$ cat src/rtl/mips_pkg.sv
// Shared fetch/decode definitions: fetch FSM encoding, opcode constants and reset defaults.
// Imported by the fetch unit and by the control unit that decodes if_opcode.
package mips_pkg;

    typedef logic [1:0] fetch_state_t;

    localparam fetch_state_t ST_FETCH = 2'd0;
    localparam fetch_state_t ST_VALID = 2'd1;
    localparam fetch_state_t ST_DRAIN = 2'd2;

    localparam logic [5:0] OPC_RTYPE = 6'h00;
    localparam logic [5:0] OPC_J     = 6'h02;
    localparam logic [5:0] OPC_JAL   = 6'h03;
    localparam logic [5:0] OPC_BEQ   = 6'h04;
    localparam logic [5:0] OPC_BNE   = 6'h05;
    localparam logic [5:0] OPC_ADDI  = 6'h08;
    localparam logic [5:0] OPC_ORI   = 6'h0D;
    localparam logic [5:0] OPC_LUI   = 6'h0F;
    localparam logic [5:0] OPC_LW    = 6'h23;
    localparam logic [5:0] OPC_SW    = 6'h2B;

    localparam logic [31:0] INSTR_NOP        = 32'h0000_0000;
    localparam logic [31:0] DEFAULT_RESET_PC = 32'h0000_0000;

endpackage

$ cat src/rtl/instr_fetch_unit.sv
// Single-outstanding-request fetch stage: owns the PC, talks req/ack to instruction memory
// and hands one instruction at a time to decode over valid/ready, with redirect squashing.
module instr_fetch_unit
    import mips_pkg::*;
#(
    parameter logic [31:0] RESET_PC = DEFAULT_RESET_PC,
    parameter int unsigned CNT_W    = 32
) (
    input  logic             clk,
    input  logic             rst,
    output logic             imem_req,
    output logic [31:0]      imem_addr,
    input  logic             imem_ack,
    input  logic [31:0]      imem_rdata,
    output logic             if_valid,
    input  logic             if_ready,
    output logic [31:0]      if_instr,
    output logic [5:0]       if_opcode,
    output logic [31:0]      if_pc,
    output logic [31:0]      if_pc_plus4,
    input  logic             redirect_valid,
    input  logic [31:0]      redirect_pc,
    output logic [CNT_W-1:0] fetch_count
);

    localparam logic [CNT_W-1:0] CNT_ONE = {{(CNT_W-1){1'b0}}, 1'b1};

    fetch_state_t     state, state_next;
    logic [31:0]      pc, pc_next;
    logic [31:0]      stale_addr, stale_addr_next;
    logic [31:0]      instr_next;
    logic [31:0]      if_pc_next;
    logic [CNT_W-1:0] count_next;
    logic [31:0]      redirect_target;

    assign redirect_target = redirect_pc & 32'hFFFF_FFFC;

    always_comb begin
        state_next      = state;
        pc_next         = pc;
        stale_addr_next = stale_addr;
        instr_next      = if_instr;
        if_pc_next      = if_pc;
        count_next      = fetch_count;

        case (state)
            ST_FETCH: begin
                if (redirect_valid) begin
                    pc_next    = redirect_target;
                    instr_next = INSTR_NOP;
                    if (imem_ack) begin
                        state_next = ST_FETCH;
                    end else begin
                        // Request is already on the bus; keep presenting its address until ack.
                        stale_addr_next = pc;
                        state_next      = ST_DRAIN;
                    end
                end else if (imem_ack) begin
                    instr_next = imem_rdata;
                    if_pc_next = pc;
                    pc_next    = pc + 32'd4;
                    state_next = ST_VALID;
                end
            end

            ST_VALID: begin
                if (if_ready) begin
                    count_next = fetch_count + CNT_ONE;
                end
                if (redirect_valid) begin
                    pc_next    = redirect_target;
                    instr_next = INSTR_NOP;
                    state_next = ST_FETCH;
                end else if (if_ready) begin
                    state_next = ST_FETCH;
                end
            end

            ST_DRAIN: begin
                if (redirect_valid) begin
                    pc_next    = redirect_target;
                    instr_next = INSTR_NOP;
                end
                if (imem_ack) begin
                    state_next = ST_FETCH;
                end
            end

            default: begin
                state_next = ST_FETCH;
            end
        endcase
    end

    always_ff @(posedge clk) begin
        if (rst) begin
            state       <= ST_FETCH;
            pc          <= RESET_PC;
            stale_addr  <= RESET_PC;
            if_instr    <= INSTR_NOP;
            if_pc       <= 32'h0000_0000;
            fetch_count <= '0;
        end else begin
            state       <= state_next;
            pc          <= pc_next;
            stale_addr  <= stale_addr_next;
            if_instr    <= instr_next;
            if_pc       <= if_pc_next;
            fetch_count <= count_next;
        end
    end

    // Request is masked during reset so memory never sees a fetch from stale state.
    assign imem_req    = !rst && ((state == ST_FETCH) || (state == ST_DRAIN));
    assign imem_addr   = (state == ST_DRAIN) ? stale_addr : pc;
    assign if_valid    = (state == ST_VALID);
    assign if_opcode   = if_instr[31:26];
    assign if_pc_plus4 = if_pc + 32'd4;

endmodule

$ cat config.mk
export PLATFORM = sky130hd
export DESIGN_NAME = instr_fetch_unit
export DESIGN_NICKNAME = d
export VERILOG_FILES = /design/src/rtl/mips_pkg.sv /design/src/rtl/instr_fetch_unit.sv
export SDC_FILE = /design/constraint.sdc
export NUM_CORES = 1
export LEC_CHECK = 0
export CAP_MARGIN = 20
export CELL_PAD_IN_SITES_DETAIL_PLACEMENT = 1
export CELL_PAD_IN_SITES_GLOBAL_PLACEMENT = 2
export CORE_AREA = 2 2 142 214
export CTS_BUF_LIST = sky130_fd_sc_hd__clkbuf_16
export CTS_CLUSTER_DIAMETER = 40
export DETAILED_ROUTE_END_ITERATION = 16
export DIE_AREA = 0 0 144 216
export HOLD_SLACK_MARGIN = 0.03
export PLACE_DENSITY = 0.84
export SYNTH_ARGS = -nofsm -noshare
export SYNTH_HDL_FRONTEND = slang
export SYNTH_SLANG_ARGS = --single-unit
export TNS_END_PERCENT = 30
$ cat constraint.sdc
create_clock -name clk -period 3.02 [get_ports clk]
set_clock_uncertainty 0.05 [all_clocks]
set_input_delay 0.906 -clock clk [delete_from_list [all_inputs] [get_ports clk]]
set_output_delay 0.906 -clock clk [all_outputs]
set_load 0.01 [all_outputs]
== Word level (Yosys, flattened, before mapping) ==
Index checks and enable logic that the tools add are counted.
Word-level totals
  flip-flop bits (word level): 162
Cells by class
  $add $sub $neg: 3
  equality and inequality tests: 6
  mux-type cells: 16
  bitwise operators: 2
  reductions and logical operators: 11
Operator list (count)
  32-bit 2-to-1 mux: 7
  32-bit case mux with 2 select lines: 2
  32-bit by 3-bit adder with 32-bit output (second input constant): 2
  32-bit by 1-bit adder with 32-bit output (second input constant): 1
  2-bit 2-to-1 mux: 6
  3-bit AND reduction: 4
  2-bit case mux with 3 select lines: 1
  3-bit by 1-bit != test with 1-bit output (second input constant): 1
  3-bit != test (second input constant): 1
  2-bit by 1-bit == test with 1-bit output (second input constant): 1
  2-bit == test (second input constant): 1
  2-bit logical NOT: 1
  2-bit by 1-bit != test with 1-bit output (second input constant): 1
  2-bit != test (second input constant): 1
  1-bit inverter: 2
  2-bit AND reduction: 1
  2-bit nonzero test: 1
  2-bit OR reduction: 1
  1-bit logical AND: 1
  1-bit logical NOT: 1
  1-bit logical OR: 1

== Depth between registers and ports, before layout ==
Gate-level depths: netlist (run 1).
  depth in word-level cells: 4
  depth in mapped cells: 9
  depth with buffers taken out: 7

== Least setup slack after synthesis (run 1) ==
No wires, ideal clock.
  path kind: in2out
  from: input rst
  to: output imem_req
  arrival: 1.836 ns
  data required time: 2.064 ns
  setup slack: 0.228 ns
  stages: 4
  buffers on the path: 3
  cell sequence: clkbuf_1 clkbuf_1 clkbuf_1 nor2_1
Between the ends
  word-level cells in the longest chain between the ends: 2
RTL lines
  start, declared: line instr_fetch_unit.sv:10  | input logic rst,
  1-bit logical NOT: line instr_fetch_unit.sv:114  | assign imem_req = !rst && ((state == ST_FETCH) || (state == ST_DRAIN));
  1-bit logical AND: line instr_fetch_unit.sv:114
  end, declared: line instr_fetch_unit.sv:11  | output logic imem_req,
Every way passes these cells.

== Worst setup path after layout (run 1) ==
  from: register if_pc[8]
  to: output if_pc_plus4[30]
Between the ends
  word-level cells in the longest chain between the ends: 1
RTL lines
  start, declared: line instr_fetch_unit.sv:19  | output logic [31:0] if_pc,
  start signal, assigned: line instr_fetch_unit.sv:108  | if_pc <= if_pc_next;
  32-bit by 3-bit adder with 32-bit output: line instr_fetch_unit.sv:118  | assign if_pc_plus4 = if_pc + 32'd4;
  end, declared: line instr_fetch_unit.sv:20  | output logic [31:0] if_pc_plus4,
Every way passes these cells.

==> results.md, run 1 <==
- Fmax: 324 MHz
- Pwr Density: between 400 and 500 nW/um2
- Placed insts: 1553
- Non-Filler Instances: 1592
- Sink Count: around 160
- Slew margin rel.: 0.433
- Warning count from the yosys run: 0
- Core Area: approximately 29000 um2
- Synth Area per Inst: around 8 um2
- Pin count of the biggest net entering global routing: about 160
- Die X: 144 um
- PortBufs: approximately 230
- Number of fillers in the final layout: about 3500
- Endpoint class of the critical path: primary output
- Least-Margin Pin Slew: ~0.85 ns
- Post-CTS Hold Buffers: 0
- Total gr overflow: 0
- Max-cap viol count: 0
- Worst Path Max Fanout: 2
- Initial antenna violation count: 3
- Total vias in the final route: between 7000 and 8000
- Cell row count: 77
- Die Area: slightly above 30000 um2
- Vias in the first global route: slightly below 8000
- Unrepaired setup endpoints after global routing: true
- Area growth, synth to finish: 52.4%
- HPWL Detailed: 19900 um
- Final WL: approximately 28000 um
- Starting Density: 0.258
- First-pass GRT wire length: 43000 um
- Clock Latency Late Sink: approximately 0.44 ns
- All-Layer GR Usage: 0.178
- Layout cells sized above 1: 0.167
- CTS HTree Levels: 4
- GPL Wtd Cong: about 0.80
- Nets: approximately 1300
- Max-slew violations: 0
- DRC: 0
- Endpoints failing setup: 3
- Post-synth top flop: dfxtp_1
- Hold path start: stale_addr[11]
- Post-synth ARST share: 0
- Worst Setup SP: if_pc[8]
- Setup CP Type: reg2out
- Status: complete, but fails checks
- Die H: approximately 220 um
- Num CTS Buffers: 17
- Post-route setup slack: -0.0618 ns
- Seq/Total Area, Yosys: 0.415
- CP Data Arrival Time: 2.13 ns
- Routed Antenna Nets: 0
- Vias per inst: 4.77
- Top Ports: 237
- Leak: around 0.0047 uW
- Post-synth cell types: around 60
- Drt wl/cell: between 15 and 20 um
- CTS max path bufs: 2
- Iter 0 DRT Violations: 247
- CP Data Required Time: about 2.1 ns
- FF+latch count, synth: approximately 160
- Worst hold path type: reg2reg
- Syn Inst Count: roughly 930
- Setup_tns: -0.172 ns
- Period utilization: 1.02
- Reg2reg start: state[0]
- Failing checks: setup timing
- EDFF count, synth: 0
- Final Hold Fails: 0
- Clock root cell: clkbuf_16
- Syn Std Cell Area: ~7500 um2
- Post-layout minimum cycle time: 3.08 ns
- Worst VDD drop: ~430 uV
- DR pass1 iterations: 4
- Worst Setup Start Kind: flop
- CTS tree: built
- CTS clk-pin slew, worst paths: 0.06 ns
Yosys cell counts, types with 2 or more instances:
master / count / area share
clkbuf_1: 49 / 0.024
o22ai_1: 7 / 0.0058
mux2_2: 29 / 0.043
nand3_1: 32 / 0.021
buf_2: 12 / 0.0080
or2_2: 3 / 0.0025
a311oi_1: 5 / 0.0058
nor4_1: 4 / 0.0033
nand2b_1: 3 / 0.0025
and4_1: 10 / 0.012
dfxtp_1: 156 / 0.41
a22oi_1: 32 / 0.032
nand2_1: 163 / 0.081
or3_1: 5 / 0.0042
buf_4: 12 / 0.012
or4_1: 3 / 0.0030
a2bb2oi_1: 4 / 0.0047
nand3b_1: 2 / 0.0020
o32ai_1: 2 / 0.0023
a21oi_1: 80 / 0.053
nor2_1: 108 / 0.054
mux2i_1: 4 / 0.0053
ha_1: 7 / 0.012
o31a_1: 3 / 0.0035
buf_1: 5 / 0.0025
nor3_1: 7 / 0.0047
a31oi_1: 5 / 0.0042
and2_1: 9 / 0.0075
and3_1: 13 / 0.011
xnor2_1: 23 / 0.027
a32oi_1: 4 / 0.0047
xor2_1: 38 / 0.044
nand4_1: 27 / 0.022
a211oi_1: 7 / 0.0070
nor3b_1: 3 / 0.0030
o21ai_0: 17 / 0.011
a41o_1: 2 / 0.0027
inv_1: 11 / 0.0055
worst paths after layout:
kind	to	slack [ns]	depth (start not counted)
max	if_pc_plus4[30]	-0.06	8
min	stale_addr[11]	0.40	2
max reg2reg	if_instr[7]	0.67	7
min reg2reg	stale_addr[11]	0.40	2
where the power goes:
group	switching [uW]	internal (uW)	leakage [uW]	total, uW
Clock	889	1370	0.000304	2250
Sequential	98.9	2150	0.00127	2250
Combinational	448	449	0.00316	897
worst max-delay path: stages (launching register included):
cell and delay (ns):
dfxtp_2 0.33, and4_4 0.23, nand4_1 0.11, buf_6 0.15, or3_4 0.36, buf_12 0.14
nor2_4 0.07, xor2_1 0.14, buf_2 0.15
what timing repair did:
action | CTS | global route
setup endpoints to repair | 54 | 46
gates cloned | 0 | 1
resized for setup | 89 | 57
pin swaps | 12 | 4
buffers inserted | 5 | 0
kinds of logic after synthesis:
| group | Yosys count | synth area share |
|---|---|---|
| and+or+nand+nor | 400 | 0.249 |
| AOI/OAI and AO/OA | 179 | 0.152 |
| DFF | 156 | 0.415 |
| buffers and inverters | 90 | 0.0529 |
| xor gates and xnor gates | 61 | 0.0710 |
| muxes | 33 | 0.0487 |
| adders and majority gates | 7 | 0.0116 |
| other | 1 | 0.000498 |
routing by layer:
layer,up-vias,GRT usage,share of wire
met2,169,0.323,0.53
met5,-,0,0.00097
met3,34,0.0426,0.048
met4,4,0.0647,0.022
met1,3663,0.200,0.40
li1,3718,-,-
per-stage QoR:
step	setup slack [ns]	power [uW]	util	hold WS [ns]	cell area, um2
after floorplan	0.228	2700	-	0.383	7540
after global placement	-0.124	3190	0.364	0.388	10600
after detailed placement	-0.120	3210	0.364	0.397	10600
after CTS	-0.153	5490	0.388	0.407	11300
after global routing	-0.225	5650	0.393	0.425	11500
final	-0.0618	5400	0.393	0.402	11500
sequential cells by signal, indices dropped and copies added (netlist names):
name and cells:
fetch_count 32, if_instr 32, if_pc 30, pc 30
stale_addr 30, state 2
layout make-up:
type / instances / area, um2 / share of cell area
Timing Repair Buffer: 310 / 3040 / 0.265
Sequential cell: 156 / 3130 / 0.273
Antenna cell: 1 / 2.50 / 0.000218
Clock inverter: 15 / 183 / 0.0159
Multi-Input combinational cell: 686 / 4150 / 0.362
Tap cell: 395 / 494 / 0.0431
Inverter: 12 / 45.0 / 0.00393
Clock buffer: 17 / 425 / 0.0371
cells in the final DEF, fill, tap and decap left out, types with 4 or more instances in the layout:
master / count
mux2i_1: 4
clkbuf_2: 4
nor3_1: 6
o22ai_1: 7
clkbuf_16: 18
dfxtp_1: 147
a311oi_1: 5
a31oi_1: 5
dfxtp_2: 9
inv_1: 13
nand3_1: 30
conb_1: 6
dlygate4sd2_1: 9
xor2_1: 38
nor2_1: 103
a21oi_1: 80
mux2_2: 29
buf_4: 66
ha_1: 6
nand4_1: 27
dlymetal6s2s_1: 30
a2bb2oi_1: 4
a22oi_1: 32
or3_1: 4
buf_12: 8
xnor2_1: 21
and3_1: 13
clkdlybuf4s50_1: 172
and4_1: 7
nand2_1: 162
a32oi_1: 4
buf_6: 7
and2_1: 8
bufinv_16: 4
a211oi_1: 7
o21ai_0: 16
buf_2: 11
(Power assumes the default switching activity.)
==> run 2, diff against run 1 <==
Settings changed: CORE_AREA 2 2 142 214 to 2 2 223 137, DIE_AREA 0 0 144 216 to 0 0 225 139.
==> results.md, run 2 (synthesis results as in run 1) <==
- Vias in the first global route: between 7000 and 8000
- PortBufs: 228
- DRC: 0
- Sink Count: 156
- First-pass GRT wire length: around 45000 um
- Area growth, synth to finish: 50.9%
- Worst VDD drop: between 300 and 400 uV
- Max-cap viol count: 0
- Fmax: between 300 and 400 MHz
- Endpoint class of the critical path: primary output
- Pin count of the biggest net entering global routing: 155
- CP Data Required Time: approximately 2 ns
- Period utilization: 1.02
- Worst hold path type: reg2reg
- Status: complete, but fails checks
- Total vias in the final route: 7721
- CTS tree: built
- HPWL Detailed: just over 20000 um
- Starting Density: 0.256
- Max-slew violations: 0
- CTS max path bufs: 2
- Num CTS Buffers: 17
- Most common cell after layout, fill and taps aside: clkdlybuf4s50_1
- Leak: between 0.004 and 0.005 uW
- DR pass1 iterations: 4
- Die H: around 140 um
- CP max-delay cell: or3_4
- Drt wl/cell: roughly 18 um
- Unrepaired setup endpoints after global routing: true
- Final WL: roughly 29000 um
- Vias per inst: a little under 5
- Layout cells sized above 1: 0.160
- Routed Antenna Nets: 0
- Slew margin rel.: 0.432
- Largest registers: fetch_count: 32 flops, if_instr: 32 flops
- Die X: 225 um
- Total gr overflow: 0
- Least-Margin Pin Slew: approximately 0.85 ns
- Final Hold Fails: 0
- Setup CP Type: reg2out
- Iter 0 DRT Violations: 471
- Clock root cell: clkbuf_16
- Die Area: ~31000 um2
- CTS HTree Levels: 4
- GPL Wtd Cong: approximately 0.79
- Clock Latency Late Sink: 0.45 ns
- Highest-count cells in the layout ignoring fill and taps: clkdlybuf4s50_1 (172), nand2_1 (163), dfxtp_1 (145)
- Total power draw: 5520 uW
- Crit-path max cell delay: between 0.4 and 0.5 ns
- CP Data Arrival Time: roughly 2.1 ns
- Nets: roughly 1300
- Post-route setup slack: -0.0729 ns
- Pwr Density: 486 nW/um2
- CTS clk-pin slew, worst paths: roughly 0.070 ns
- Failing checks: setup timing
- Cell area after layout: 11400 um2
- Layout Utilization: 0.387
- Endpoints failing setup: 3
- Post-layout minimum cycle time: 3.09 ns
- Initial antenna violation count: 3
- Worst Setup Start Kind: flop
- Core Area: ~29000 um2
- Cell Area, Placed: 10600 um2
- All-Layer GR Usage: 0.183
- Post-CTS Hold Buffers: 0
- Worst Path Max Fanout: 3
- Cell row count: between 40 and 50
- Min Hold Slack: around 0.4 ns
- Top Ports: 237
- Crit path cell chain: and4_4 -> nand4_1 -> or3_4 -> buf_6 -> nor2_4 -> xor2_1 -> buf_2
- Place WS: -0.241 ns
-- run 2: through the flow --
step	instances	setup TNS, ns
after floorplan	932	0
after detailed placement	1539	-0.459
after global placement	1539	-0.226
final	1579	-0.173
after CTS	1575	-0.430
after global routing	1578	-0.681
-- run 2: worst paths after layout --
check	from	end	slack [ns]	depth (start not counted)
setup / recovery	if_pc[7]	if_pc_plus4[30]	-0.07	7
hold / removal	stale_addr[7]	stale_addr[7]	0.40	2
setup reg to reg	pc[2]	pc[28]	0.71	7
hold reg to reg	stale_addr[7]	stale_addr[7]	0.40	2
-- run 2: what timing repair did --
action	in CTS	in global routing
pin swaps	8	5
cloned	0	0
buffers inserted	4	1
setup endpoints to repair	55	20
gates resized for setup	104	26
-- run 2: layer usage --
metal  vias to the layer above  share of wire  GRT usage
met2                       202           0.43      0.267
li1                       3719              -          -
met5                         -              0          0
met1                      3775           0.48      0.250
met3                        25          0.074     0.0648
met4                         0          0.014     0.0613
-- run 2: worst max-delay path, delay by kind of cell (launching register included) --
kind,cells,cell delay (ns)
XOR/XNOR,1,0.14
buffers and inverters,2,0.29
flip-flops,1,0.33
AND/OR/NAND/NOR,4,0.93
-- run 2: cell type report --
| class | instances | area (um2) |
|---|---|---|
| fillers | 3447 | 18000 |
| inverters | 12 | 45.0 |
| clock buffers | 17 | 425 |
| diodes | 3 | 7.51 |
| repair buffers | 308 | 2920 |
| well taps | 382 | 478 |
| clock inverters | 15 | 204 |
| multi-input cells | 686 | 4140 |
| flip-flops and latches | 156 | 3140 |
-- run 2: report_power, final --
| group | total, uW | leakage (uW) | switching, uW | internal [uW] |
|---|---|---|---|---|
| sequential | 2260 | 0.00128 | 112 | 2150 |
| clock | 2360 | 0.000316 | 914 | 1450 |
| combinational | 894 | 0.00288 | 455 | 439 |
==> run 3, diff against run 2 <==
Settings changed: PLACE_DENSITY 0.84 to 0.76.
==> results.md, run 3 (synthesis results as in run 1) <==
- Status: complete, but fails checks
- Failing checks: setup timing
- Vias in the first global route: 7729
- Layout cells sized above 1: 0.159
- Initial antenna violation count: 3
- CP Data Arrival Time: ~2.1 ns
- HPWL Detailed: approximately 21000 um
- CP Data Required Time: around 2 ns
- Die X: 225 um
- Iter 0 DRT Violations: around 440
- Endpoints failing setup: 2
- Total vias in the final route: between 7000 and 8000
- Vias per inst: slightly below 5
- Clock root cell: clkbuf_16
- CTS max path bufs: 2
- Core Area: a little under 30000 um2
- Cell area after layout: about 11000 um2
- Unrepaired setup endpoints after global routing: true
- Total gr overflow: 0
- Drt wl/cell: ~18 um
- Endpoint class of the critical path: primary output
- Top Ports: approximately 240
- Setup CP Type: reg2out
- Reg2reg start: pc[2]
- Die Area: ~31000 um2
- CTS tree: built
- Num CTS Buffers: 17
- CTS HTree Levels: 4
- Worst Path Max Fanout: 3
- Die H: 139 um
- All-Layer GR Usage: 0.185
- Max-slew violations: 0
- Largest registers: fetch_count: 32 flops, if_instr: 32 flops
- Area growth, synth to finish: 50.3%
- Highest-count cells in the layout ignoring fill and taps: clkdlybuf4s50_1 (174), nand2_1 (163), dfxtp_1 (148)
- Slew margin rel.: 0.382
- Setup_tns: -0.0207 ns
- Leak: 0.00437 uW
- Nets: between 1000 and 1500
- First-pass GRT wire length: roughly 45000 um
- Most common cell after layout, fill and taps aside: clkdlybuf4s50_1
- DR pass1 iterations: 5
- Post-route setup slack: -0.0189 ns
- DRC: 0
- Worst R2R End: pc[24]
- PortBufs: 228
- Final WL: around 29000 um
- Layout Utilization: 0.385
- GPL Wtd Cong: around 0.78
- Starting Density: 0.256
- Worst Setup Start Kind: flop
- Worst hold path type: reg2reg
- Placed insts: approximately 1500
- Pin count of the biggest net entering global routing: a little over 100
- Worst VDD drop: 353 uV
- Fmax: about 330 MHz
- Post-CTS Hold Buffers: 0
- Post-layout minimum cycle time: ~3.0 ns
- R2R cell count: 7
- Period utilization: 1.01
- Pwr Density: 473 nW/um2
- Hold path start: stale_addr[9]
- Worst Hold Depth: 2
- Cell Area, Placed: around 11000 um2
- CTS clk-pin slew, worst paths: roughly 0.06 ns
- Routed Antenna Nets: 0
- Non-Filler Instances: around 1600
- Reg2reg setup slack: approximately 0.72 ns
- Max-cap viol count: 0
- Hold path endpoint: stale_addr[9]
- Clock Latency Late Sink: between 0.4 and 0.5 ns
- Final Hold Fails: 0
- Least-Margin Pin Slew: slightly above 0.9 ns
- Cell row count: 49
- Sink Count: ~160
[run 3: cell types whose count changed in the layout (fill, tap and decap cells not counted), sizes merged]
| cell | change |
|---|---|
| dlymetal6s2s | -6 |
| clkinvlp | +1 |
| dlygate4sd2 | +4 |
| bufinv | -2 |
| clkbuf | +2 |
| inv | -1 |
| clkinv | +2 |
| clkdlybuf4s15 | +1 |
| clkdlybuf4s50 | +2 |
| buf | +1 |
| diode | -1 |
[run 3: timing repair]
item	4_1_cts	5_1_grt
endpoints found under the hold margin	0	0
endpoints found under the setup margin	55	16
pin swaps	8	7
buffers inserted	4	0
resized for setup	110	11
[run 3: how the worst max path moves through the flow]
stage	from	to	slack, ns	depth (start not counted)
final	if_pc[6]	if_pc_plus4[30]	-0.02	7
after global routing	if_pc[7]	if_pc_plus4[30]	-0.12	7
after CTS	if_pc[8]	if_pc_plus4[30]	-0.09	7
after detailed placement	if_pc[3]	if_pc_plus4[30]	-0.09	6
after global placement	if_pc[7]	if_pc_plus4[31]	-0.07	7
after floorplan	rst	imem_req	0.23	4
[run 3: cell type report]
class | count | area [um2]
fill | 3429 | 18100
tap | 382 | 478
multi-input combinational | 686 | 4120
clock inverter | 15 | 156
timing repair buffer | 312 | 2950
inverter | 12 | 45.0
sequential | 156 | 3130
antenna | 2 | 5.00
clock buffer | 17 | 425
[run 3: power by group]
part / total (uW) / internal [uW] / switching [uW]
clock network: 2180 / 1280 / 901
logic: 907 / 443 / 463
registers: 2260 / 2150 / 106
total: 5340 / 3870 / 1470
[run 3: worst max-delay path, stage by stage (launching register included)]
cell     delay [ns]
dfxtp_1        0.33
and4_4         0.24
nand4_1        0.18
or3_4          0.39
buf_6          0.14
nor2_4         0.07
xor2_1         0.14
buf_2          0.15
[run 3: per-layer routing]
metal  part of all wire  vias up  track usage
met4             0.0076        2       0.0401
li1                   -     3731            -
met2               0.41      224        0.264
met5            0.00038        -            0
met3              0.074       23       0.0661
met1               0.50     3659        0.265
[run 3: stage by stage]
step	worst slack (ns)	power [uW]	hold slack, ns
final	-0.0189	5340	0.402
after global routing	-0.121	5610	0.426
after CTS	-0.0856	5420	0.405
after detailed placement	-0.0886	3240	0.394
after global placement	-0.0657	3230	0.388
after floorplan	0.228	2700	0.383
==> RTL edit 1: new RTL, flow settings as in run 3 <==
`CNT_W`: 32 -> 40.
--- a/src/rtl/instr_fetch_unit.sv
+++ b/src/rtl/instr_fetch_unit.sv
@@ -4,7 +4,7 @@
     import mips_pkg::*;
 #(
     parameter logic [31:0] RESET_PC = DEFAULT_RESET_PC,
-    parameter int unsigned CNT_W    = 32
+    parameter int unsigned CNT_W    = 40
 ) (
     input  logic             clk,
     input  logic             rst,
Ports: changed (resized fetch_count); port bits go from 237 to 245. The function was not compared with the original's and may differ.
==> RTL edit 1 against run 3 <==
  * The flow still finishes with violations (negative setup slack)
  * Area after synthesis grew 5.7%
  * Sequential power grew 4%
  * Setup slack hardly changed
  * Clock power is 5% lower
  * Power down 0.22%
  * Routed wire length up 6.1%
  * Final area grew 4.5%
  * Sequential cell count up 8
  * Critical path depth rose by 1
  * Critical endpoint is now if_pc_plus4[31]
  * Via count rose by 7.1%
  * Sequential share of layout area rose by 0.24 points
==> RTL edit 1: results (changes against run 3) <==
Run status
  • Outcome: complete, but fails checks
  • Failing checks: negative setup slack

Placement
  • Post-DP HPWL: 21980 um (+4.8%)
  • Routability cong.: 0.8008 (+3.3%)
  • Setup WS pre-CTS: -0.2356 ns (-0.1470 ns)
  • Port buffer count: 236 (+3.5%)

Timing
  • Setup Viol. Count Final: 2 (unchanged)
  • Final worst setup slack: -0.01916 ns (-0.0003111 ns)
  • Worst Hold Slack: 0.4040 ns (+0.001885 ns)
  • Slew Viols, Final: 0 (unchanged)
  • Tightest Pin Transition: 0.8042 ns (-0.1145 ns)

Setup path
  • Critical R2R Launch: state[1]
  • Worst Setup EP: if_pc_plus4[31]
  • Cell count of the worst reg-to-reg path: 7 (unchanged)
  • Critical path origin: if_pc[5]
  • R2r setup slk: 0.55 ns (-0.17 ns)
  • Crit Path Max Fanout: 4 (+1)
  • Worst reg2reg endpoint: fetch_count[35]
  • Critical Path Max Stage Delay: 0.36 ns (-0.03 ns)
  • Slowest-stage cell, CP: dfxtp_2

GRT
  • Total GRT Usage: 0.1972 (+0.01201)
  • Vias in the first global route: 8317 (+7.6%)
  • First-pass GRT wire length: 47980 um (+6.5%)
  • Largest net degree at the start of global routing: 168 (+66%)
  • Initial antenna violation count: 1 (-2)

Finish
  • Largest regs: fetch_count (40), if_instr (32)
  • Nets@finish: 1346 (+6.7%)
  • Share of cells above drive strength 1: 0.1586 (about the same)
  • Antenna Cells: 0 (-2)

Synth
  • Sequential-to-total area share from yosys stat: 0.4129 (-0.002059)
  • Post-synthesis mux area share: 0.04201 (-0.006697)
  • Synth Warn #: 0 (unchanged)
  • Post-synth cell types: 53 (-10%)
  • Post-Synth XOR/XNOR Area: 0.06389 (-0.007102)
  • Area contributors post-synth: dfxtp_1, nand2_1, a21oi_1
  • Post-synth top cells: nand2_1, dfxtp_1, nor2_1
  • Synth Area in Adders: 0.01101 (-0.0006226)
  • Synth Area in Compound Gates: 0.1539 (+0.002274)
  • Async SR Flop Fraction: 0 (unchanged)

Power and ir drop
  • IR drop worst, VDD: 0.2935 mV (-17%)
  • P_leak: 4.572 nW (+4.7%)

Route
  • DRT Pass-1 Iters: 7 (+2)
  • DRT iter0 DRCs: 415 (-5.9%)
  • Wirelength, routed: 30520 um (+6.1%)
  • Routed via count: 8178 (+7.1%)

Min path
  • Hold Crit Class: reg -> reg

Clock network
  • H-tree levels: 4 (unchanged)
  • Clk buf depth: 2 (unchanged)
  • Root Driver: clkbuf_16
  • CTS buffer count: 17 (unchanged)
  • Clock slew at reported path FFs: 0.06 ns (about the same)
-- RTL edit 1: changes by cell type after synthesis, moves of 7 or more --
cell / delta
a21oi_1: +8
and4_1: +8
buf_2: -11
xnor2_1: +10
inv_1: +7
nor3_1: +12
dfxtp_1: +8
xor2_1: -13
clkbuf_1: +16
nor4_1: +12
-- RTL edit 1: metal layers --
metal  global-route usage  share of wire
met1               0.2889           0.52
met2               0.2812           0.42
met3              0.05784          0.058
met4              0.04496         0.0082
met5                    0        0.00052
-- RTL edit 1: timing repair --
| item | in CTS | in global routing |
|---|---|---|
| pin swaps | 13 | 6 |
| buffers inserted | 4 | 3 |
| gates cloned | 1 | 0 |
| endpoints found under the hold margin | 0 | 0 |
| resized for setup | 127 | 22 |
| endpoints found under the setup margin | 56 | 35 |
-- RTL edit 1: area by class of cell --
class / count / area, um^2
inverters: 18 / 67.56
well taps: 382 / 478.0
repair buffers: 331 / 3097
clock buffers: 17 / 425.4
multi-input cells: 738 / 4344
fillers: 3486 / 17550
flip-flops and latches: 164 / 3302
clock inverters: 12 / 102.6
-- RTL edit 1: kinds of logic after synthesis --
family | Yosys count
flip-flops | 164
other | 1
XOR/XNOR | 58
AO/OA/AOI/OAI | 196
buffers and inverters | 105
AND/OR/NAND/NOR | 441
multiplexers | 30
adder cells (fa/ha/maj) | 7
-- RTL edit 1: power breakdown --
part	switching [mW]	internal, mW	leakage (nW)
registers	0.0889	2.25	1.34
clock network	0.898	1.17	0.269
logic	0.473	0.445	2.96
total	1.46	3.87	4.57
-- RTL edit 1: worst min path at each step --
| stage | from | to | cells after the start |
|---|---|---|---|
| 2_1_floorplan | stale_addr[10] | stale_addr[10] | 2 |
| 3_3_place_gp | stale_addr[7] | stale_addr[7] | 2 |
| 3_5_place_dp | stale_addr[16] | stale_addr[16] | 2 |
| 4_1_cts | stale_addr[16] | stale_addr[16] | 2 |
| 5_1_grt | stale_addr[18] | stale_addr[18] | 2 |
| 6_report | stale_addr[15] | stale_addr[15] | 2 |
-- RTL edit 1: per-stage QoR --
stage | instances | instance area (um^2) | util | setup TNS [ns]
2_1_floorplan | 1007 | 7970 | - | 0
3_3_place_gp | 1625 | 11160 | 0.3800 | -1.768
3_5_place_dp | 1625 | 11160 | 0.3800 | -2.886
4_1_cts | 1659 | 11750 | 0.4000 | -0.9530
5_1_grt | 1662 | 11820 | 0.4024 | -1.476
6_report | 1662 | 11820 | 0.4024 | -0.02309
-- RTL edit 1: worst register-to-register path, cell delays in order, from the launching register on --
cell and delay, ns:
dfxtp_2 0.35, inv_1 0.09, ha_1 0.26, nand4_2 0.15, or3_1 0.44, or4_4 0.59, or3_1 0.32, a21oi_1 0.15
==> RTL edit 2: new RTL, flow settings as in run 3 <==
Made on the original files. Put one more register stage on the output `fetch_count`, with the module's reset. The value now appears one clock later. The other outputs are not delayed to match.
--- a/src/rtl/instr_fetch_unit.sv
+++ b/src/rtl/instr_fetch_unit.sv
@@ -25,6 +25,8 @@
 
     localparam logic [CNT_W-1:0] CNT_ONE = {{(CNT_W-1){1'b0}}, 1'b1};
 
+    logic [CNT_W-1:0] fetch_count_s0;
+
     fetch_state_t     state, state_next;
     logic [31:0]      pc, pc_next;
     logic [31:0]      stale_addr, stale_addr_next;
@@ -41,7 +43,7 @@
         stale_addr_next = stale_addr;
         instr_next      = if_instr;
         if_pc_next      = if_pc;
-        count_next      = fetch_count;
+        count_next      = fetch_count_s0;
 
         case (state)
             ST_FETCH: begin
@@ -65,7 +67,7 @@
 
             ST_VALID: begin
                 if (if_ready) begin
-                    count_next = fetch_count + CNT_ONE;
+                    count_next = fetch_count_s0 + CNT_ONE;
                 end
                 if (redirect_valid) begin
                     pc_next    = redirect_target;
@@ -99,14 +101,14 @@
             stale_addr  <= RESET_PC;
             if_instr    <= INSTR_NOP;
             if_pc       <= 32'h0000_0000;
-            fetch_count <= '0;
+            fetch_count_s0 <= '0;
         end else begin
             state       <= state_next;
             pc          <= pc_next;
             stale_addr  <= stale_addr_next;
             if_instr    <= instr_next;
             if_pc       <= if_pc_next;
-            fetch_count <= count_next;
+            fetch_count_s0 <= count_next;
         end
     end
 
@@ -117,5 +119,13 @@
     assign if_opcode   = if_instr[31:26];
     assign if_pc_plus4 = if_pc + 32'd4;
 
+    always_ff @(posedge clk) begin
+        if (rst) begin
+            fetch_count <= '0;
+        end else begin
+            fetch_count <= fetch_count_s0;
+        end
+    end
+
 endmodule
 
Formal check against the unedited RTL: not equivalent (Yosys sat finds a counterexample within 4 cycles, from zero or initial values and one cycle with rst high).
==> RTL edit 2 against run 3 <==
  * The run still ends with negative setup slack left
  * Routed wire length rose by 5.5%
  * Area after synthesis rose by 13%
  * Sequential cell count rose by 32
  * Power rose by 7.4%
  * Final area is 9.0% higher
  * Setup slack got worse by 0.20 ns
  * Core utilization up 3.5 points
  * Die area unchanged
  * Via count rose by 8.0%
  * Sequential share of layout area rose by 2.9 points
  * Critical path type unchanged
  * Critical endpoint is now if_pc_plus4[31]
  * Largest power group unchanged
==> RTL edit 2: results (changes against run 3) <==
Setup path
  • R2r setup slk: 0.62 ns (-0.10 ns)
  • Slowest-stage cell, CP: or3_1
  • Largest delay contributor family on the critical path: simple AND/OR/NAND/NOR gates
  • CP Data Arrival Time: 2.28 ns (+0.20 ns)
  • Critical Path Max Stage Delay: approximately 0.4 ns
  • Crit Path Max Fanout: 2 (-1)

Placement
  • Setup WS pre-CTS: -0.1867 ns (-0.09816 ns)
  • Routability cong.: 0.8011 (+3.3%)
  • Placed inst area: 11690 um^2 (+9.5%)
  • Post-DP HPWL: 21360 um (+1.8%)
  • Placed cells: 1631 (+5.6%)

Finish
  • Nets@finish: 1353 (+7.3%)
  • Largest regs: fetch_count (32), fetch_count_s0 (32), if_instr (32)
  • Fill count: 3445 (+0.47%)
  • Share of cells above drive strength 1: 0.1729 (+0.01427)

Clock network
  • Clock slew at reported path FFs: around 0.070 ns
  • CTS buffer count: 17 (unchanged)
  • Root Driver: clkbuf_16
  • Clock Latency Late Sink: roughly 0.45 ns
  • Clk buf depth: 2 (unchanged)

GRT
  • Total GRT Usage: 0.1958 (+0.01060)
  • Largest net degree at the start of global routing: 189 (+87%)
  • Vias in the first global route: 8367 (+8.3%)
  • Met3 usage: 0.04725 (-0.01886)
  • Initial antenna violation count: 1 (-2)
  • First-pass GRT wire length: 48030 um (+6.6%)
  • GRT met1 Usage: 0.2948 (+0.03001)
  • GR Util met2: 0.2820 (+0.01754)

Route
  • DRT Pass-1 Iters: 4 (-1)
  • WL met3: 1658 um (-22%)
  • Top Layer Used: met4
  • DR WL met2: 12600 um (+5.8%)
  • Avg WL per Cell: 18.13 um (-0.24%)
  • Metal-1 WL: 15830 um (+9.4%)
  • Drt via density: 4.931 (+2.1%)
  • DRT iter0 DRCs: 378 (-14%)
  • Routed via count: 8250 (+8.0%)

Power and ir drop
  • P_leak: 4.748 nW (+8.7%)
  • IR drop worst, VDD: 0.2799 mV (-21%)

Timing
  • Tightest Pin Transition: 0.9164 ns (-0.002308 ns)
  • Worst Hold Slack: 0.4035 ns (+0.001313 ns)
  • Final worst setup slack: -0.2204 ns (-0.2016 ns)
  • Final setup TNS: -0.8162 ns (-0.7955 ns)
  • Setup Viol. Count Final: 10 (+8)

Synth
  • Cell taking the most area after synthesis: dfxtp_1
  • Syn_area_per_cell: 8.384 um^2 (+3.3%)
  • Post-synth top cells: dfxtp_1, nand2_1, nor2_1
  • Async SR Flop Fraction: 0 (unchanged)
  • Area contributors post-synth: dfxtp_1, nand2_1, a21oi_1
  • Synth Warn #: 0 (unchanged)
  • Post-synth cell types: 62 (+5.1%)
  • Sequential-to-total area share from yosys stat: 0.4414 (+0.02642)

Min path
  • Hold Crit Class: reg -> reg

Run status
  • Outcome: complete, but fails checks
  • Failing checks: negative setup slack
[RTL edit 2: cell count changes after synthesis, sizes merged, moves of 5 or more]
cell,run 3,this run
nor2b,1,32
xnor2,23,29
dfxtp,156,188
buf,29,37
nor3,8,19
o21ai,17,22
xor2,38,26
o21bai,0,5
inv,11,19
[RTL edit 2: area by class of cell]
class	instances	area (um^2)	share of cell area
tap	382	478.0	0.03875
inverter	19	71.32	0.005782
antenna	1	2.502	0.0002029
clock inverter	15	117.6	0.009535
sequential	188	3775	0.3060
timing repair buffer	318	3004	0.2436
multi-input combinational	733	4461	0.3616
clock buffer	17	425.4	0.03449
[RTL edit 2: what timing repair did]
action | 4_1_cts | 5_1_grt
hold buffers | 0 | 0
buffers inserted | 5 | 4
gates resized for setup | 129 | 21
endpoints found under the setup margin | 54 | 23
pin swaps | 9 | 9
[RTL edit 2: cells by family (layout without fill, tap and decap cells)]
| group | after synthesis | after routing | synth area share |
|---|---|---|---|
| xor gates and xnor gates | 55 | 55 | 0.05649 |
| muxes | 31 | 31 | 0.04050 |
| DFF | 188 | 188 | 0.4414 |
| adders and majority gates | 7 | 7 | 0.01027 |
| and+or+nand+nor | 448 | 448 | 0.2603 |
| buffers and inverters | 101 | 369 | 0.05444 |
| other | 1 | 7 | 0.0004398 |
| AOI/OAI and AO/OA | 186 | 186 | 0.1362 |
[RTL edit 2: where the power goes]
group	total (mW)	internal [mW]	switching [mW]
Combinational	0.898	0.433	0.464
Clock	2.17	1.07	1.10
Sequential	2.67	2.57	0.104
Total	5.74	4.07	1.67
[RTL edit 2: final timing paths]
kind / cells after the start / from / to
hold / removal: 2 / stale_addr[9] / stale_addr[9]
setup reg to reg: 8 / state[0] / if_instr[20]
hold reg to reg: 2 / stale_addr[9] / stale_addr[9]
setup / recovery: 7 / if_pc[9] / if_pc_plus4[31]
